`config.mk`:
```
export PLATFORM = sky130hd
export DESIGN_NAME = seq_sum_deserializer
export DESIGN_NICKNAME = d
export VERILOG_FILES = /design/src/rtl/seq_sum_deserializer.sv
export SDC_FILE = /design/constraint.sdc
export NUM_CORES = 1
export LEC_CHECK = 0
export ABC_AREA = 0
export CELL_PAD_IN_SITES_DETAIL_PLACEMENT = 0
export CELL_PAD_IN_SITES_GLOBAL_PLACEMENT = 1
export CORE_UTILIZATION = 35
export CTS_CLUSTER_SIZE = 28
export DETAILED_ROUTE_END_ITERATION = 10
export PLACE_DENSITY = 0.74
export SLEW_MARGIN = 20
export SYNTH_ARGS = -nofsm -noshare
export SYNTH_HDL_FRONTEND = slang
export SYNTH_SLANG_ARGS = --single-unit
export TNS_END_PERCENT = 20
```
`constraint.sdc`:
```
create_clock -name clk -period 1.35 [get_ports clk]
set_input_delay 0.27 -clock clk [delete_from_list [all_inputs] [get_ports clk]]
set_output_delay 0.27 -clock clk [all_outputs]
set_load 0.02 [all_outputs]
```
`src/rtl/seq_sum_deserializer.sv`:
```
// seq_sum_deserializer
// Receive side of the bit-serial adder. Collects an LSB-first sum bitstream
// and the final carry into a parallel WIDTH-bit result. The result is handed
// downstream over a valid/ready handshake. Stray bits outside a frame and
// restarts in the middle of a frame are flagged with a one-cycle err pulse.

module seq_sum_deserializer #(
  parameter int unsigned WIDTH = 8
) (
  input  logic             clk,
  input  logic             rst,
  input  logic             s_bit,
  input  logic             c_bit,
  input  logic             s_start,
  input  logic             s_valid,
  output logic             s_ready,
  output logic [WIDTH-1:0] sum,
  output logic             cout,
  output logic             out_valid,
  input  logic             out_ready,
  output logic             err
);

  localparam int unsigned CW = $clog2(WIDTH) + 1;

  typedef enum logic [1:0] {
    IDLE    = 2'd0,
    COLLECT = 2'd1,
    HOLD    = 2'd2
  } state_t;

  state_t           state;
  state_t           state_nxt;
  logic [CW-1:0]    cnt;
  logic [CW-1:0]    cnt_nxt;
  logic [WIDTH-1:0] sum_nxt;
  logic [WIDTH-1:0] sum_shift;
  logic             cout_nxt;
  logic             err_nxt;
  logic             accept;
  logic             last_bit;

  // Input is blocked only while a finished result is waiting downstream.
  assign s_ready   = (state != HOLD);
  assign accept    = s_valid && s_ready;
  assign sum_shift = {s_bit, sum[WIDTH-1:1]};
  assign last_bit  = ((cnt + CW'(1)) == CW'(WIDTH));

  // State register.
  always_ff @(posedge clk or posedge rst) begin
    if (rst) begin
      state <= IDLE;
    end else begin
      state <= state_nxt;
    end
  end

  // Next-state decode.
  always_comb begin
    state_nxt = state;
    case (state)
      IDLE: begin
        if (accept && s_start) begin
          state_nxt = COLLECT;
        end
      end
      COLLECT: begin
        if (accept && !s_start && last_bit) begin
          state_nxt = HOLD;
        end
      end
      HOLD: begin
        if (out_ready) begin
          state_nxt = IDLE;
        end
      end
      default: state_nxt = IDLE;
    endcase
  end

  // Datapath next values: shift register, bit counter, carry capture, error.
  always_comb begin
    sum_nxt  = sum;
    cnt_nxt  = cnt;
    cout_nxt = cout;
    err_nxt  = 1'b0;
    case (state)
      IDLE: begin
        if (accept) begin
          if (s_start) begin
            sum_nxt = sum_shift;
            cnt_nxt = CW'(1);
          end else begin
            // Bit outside any frame: dropped, sum and cnt untouched.
            err_nxt = 1'b1;
          end
        end
      end
      COLLECT: begin
        if (accept) begin
          sum_nxt = sum_shift;
          if (s_start) begin
            // Restart: the partial frame is abandoned, this bit is bit 0.
            err_nxt = 1'b1;
            cnt_nxt = CW'(1);
          end else if (last_bit) begin
            cout_nxt = c_bit;
            cnt_nxt  = '0;
          end else begin
            cnt_nxt = cnt + CW'(1);
          end
        end
      end
      default: begin
        // HOLD: result frozen; any presented bits are simply not accepted.
      end
    endcase
  end

  // Registered outputs and datapath state.
  always_ff @(posedge clk or posedge rst) begin
    if (rst) begin
      sum       <= '0;
      cnt       <= '0;
      cout      <= 1'b0;
      err       <= 1'b0;
      out_valid <= 1'b0;
    end else begin
      sum       <= sum_nxt;
      cnt       <= cnt_nxt;
      cout      <= cout_nxt;
      err       <= err_nxt;
      out_valid <= (state_nxt == HOLD);
    end
  end

endmodule

```
==> results by group <==
Timing
  • Fin crit period: between 1 and 1.5 ns
  • Fin. Hold Viols: 0
  • Worst setup margin: -0.0272 ns
  • Clock Skew: ~0.011 ns
  • Crit share post-route: 102%
  • RSZ-0062 raised after global routing: true
  • Rel. slew slack: a little under 80%
  • Final slew viol count: 0
  • Total negative slack: -0.160 ns
  • Fmax: roughly 730 MHz
  • Final setup fails: 10
  • Slew @ Worst Pin: ~0.32 ns

Clock tree
  • Clk_lat worst skew: ~0.30 ns
  • CTS root buffer: clkbuf_4
  • H-tree depth: 1
  • TritonCTS buffer count: 3
  • CTS tree: done
  • Clock Pin Slew Worst Setup and Hold Paths: between 0.1 and 0.15 ns
  • Clk buf depth: 2
  • CTS sink cnt: 17

Detailed routing
  • Final antenna-violating net count: 0
  • Drt wl/cell: around 14 um
  • Drt pass-1 iters: 3
  • Vias: 626
  • Starting DRT DRC Count: 2
  • Final wirelength: 1.77 mm
  • # DRC: 0
  • Vias per cell: slightly below 5

Floorplan
  • Core area: ~0.0023 sq mm
  • Chip height: between 50 and 60 um
  • Die X: between 50 and 60 um
  • Die ar.: roughly 0.0027 sq mm
  • Ports: 19
  • # rows: 17
  • Initial Utilization: 38.0%

Global routing
  • Initial antenna violation count: 0
  • Met1 usage: 19.3%
  • First-pass GRT wire length: around 3.0 mm
  • GRT Util Overall: between 10% and 20%
  • Vias in the first global route: 630
  • Pin count of the biggest net entering global routing: 18
  • Global route total overflow: 0
  • Met2 Resource Use GR: 25.8%
  • Routing usage on met3: around 2.6%
  • Grt peak-use layer: met2

Critical path
  • R2R depth: 4
  • Critical Path Source Type: register
  • CP max stage cell: dfrtp_1
  • Slowest stage delay, CP: about 0.45 ns
  • Endpoint class of the critical path: register
  • CP Class: register to register
  • RR Startpoint: state[1]
  • Req. time, crit path: about 1.5 ns
  • Worst EP arrival: about 1.6 ns
  • CP Max Fanout: 8
  • Critical Path Start: state[1]
  • Cell Chain, Critical Path: buf_6 -> nand2b_4 -> nor2_8 -> mux2_4

Yosys
  • Yosys reg bits: 17
  • Mapped Avg Cell Area: around 13 sq um
  • Synth Cell Area: ~870 sq um
  • Register area share after synthesis: 49.1%
  • Net count after synthesis: 73
  • Post-Synthesis Cells: 65
  • Syn. warnings: 0
  • Synth cell types: 30

Cells and area
  • Post-layout util: between 50% and 60%
  • Commonest non-fill, non-tap cell in the layout: dfrtp_1
  • # diodes: 0
  • Share of cells above drive strength 1: 38.4%
  • Most frequent cells in the layout: 17 x dfrtp_1, 10 x dlygate4sd2_1, 9 x mux2_4, 9 x buf_4, 6 x clkdlybuf4s50_1
  • Syn-to-layout area delta: 40.5%
  • Nets: roughly 110

Place
  • Port buffer count: 18
  • Routability Congestion: around 0.76
  • Hpwl dp: roughly 1.2 mm

Power and ir drop
  • PD cells: between 1000 and 1500 mW/mm^2
  • Peak supply drop: ~660 uV
  • Leakage Power: approximately 0.57 nW

Job
  • Max-cap check violation count: 0

Run status
  • Failing checks: negative setup slack
  • Outcome: complete, but fails checks

Hold path
  • Hold WC Path Type: input port to async pin
==> path summary, 6_finish.rpt <==
check                           slack, ns      to
worst max register to register      -0.03  sum[7]
worst max-delay path                -0.03  sum[7]
max in group asynchronous            0.88  cnt[1]
worst min-delay path                 0.26     err
min in group clk                     0.52  sum[0]
worst min register to register       0.52  sum[0]
==> metrics by stage <==
step                      hold WS [ns]  total power [mW]  cell area, sq um  std cells  setup slack (ns)
after floorplan                  0.196              1.01               866         65            0.0254
after global placement           0.498              1.24              1140        120            -0.237
after detailed placement         0.493              1.25              1140        120            -0.266
after CTS                        0.255              1.48              1160        124           -0.0496
after global routing             0.267              1.59              1220        127           -0.0674
final                            0.262              1.49              1220        127           -0.0272
==> kinds of logic (layout without fill, tap and decap cells) <==
group                      count (synthesis)  count (layout)  synth area share [%]
adders and majority gates                  1               1                  1.44
buffers and inverters                      6              40                  4.77
AOI/OAI and AO/OA                         13              13                  11.4
muxes                                      9               9                  15.6
and+or+nand+nor                           18              18                  16.6
xor gates and xnor gates                   1               1                  1.01
DFF                                       17              17                  49.1
==> critical path, delay by kind of cell, from the launching register on <==
family	cells	cell delay, ns
mux	1	0.32
flops	1	0.45
buf+inv	1	0.14
simple gates	2	0.35
==> power by group <==
part           total (mW)  switching [mW]  internal, mW
Sequential          0.692          0.0808         0.611
Combinational       0.518           0.235         0.284
Clock               0.283           0.172         0.110
==> cell type report <==
class	instances	area, sq um
Fill cell	211	1060
Multi-Input combinational cell	42	427
Sequential cell	17	425
Timing Repair Buffer	32	287
Tap cell	28	35.0
Clock buffer	3	22.5
Inverter	4	15.0
Clock inverter	1	5.00
==> metal layers <==
layer	share of wire (%)	vias to the layer above	routed length (um)
li1	-	300	-
met1	45	312	797
met2	52	12	913
met3	2.7	2	48
met4	0.40	0	7
met5	0	-	0
==> registers in the layout, summed over array words and instances (netlist names) <==
register	flops
out_valid	1
cnt	4
state	2
sum	8
err	1
cout	1
==> Yosys cell counts (all sizes together) <==
cell / instances / area, sq um
buf: 2 / 26.3
and2b: 1 / 7.51
inv: 4 / 15.0
and3b: 1 / 8.76
o21ai: 4 / 20.0
ha: 1 / 12.5
nor2: 3 / 35.0
a311oi: 1 / 8.76
nand3: 2 / 10.0
dfrtp: 17 / 425
xor2: 1 / 8.76
and2: 1 / 6.26
and3: 1 / 6.26
nor4: 1 / 6.26
nand2: 3 / 11.3
nor2b: 1 / 6.26
nand2b: 2 / 20.0
a31oi: 2 / 12.5
nor3b: 2 / 26.3
o32a: 1 / 10.0
mux2: 9 / 135
o2bb2ai: 2 / 17.5
a32o: 1 / 10.0
a21boi: 1 / 7.51
o211ai: 1 / 12.5
==> repair_timing <==
action	in CTS	in global routing
gates resized for setup	17	10
hold buffers	0	0
setup endpoints to repair	23	14
pin swaps	1	3
setup buffers	0	3
No activity file was read; power rests on OpenSTA's default activity.
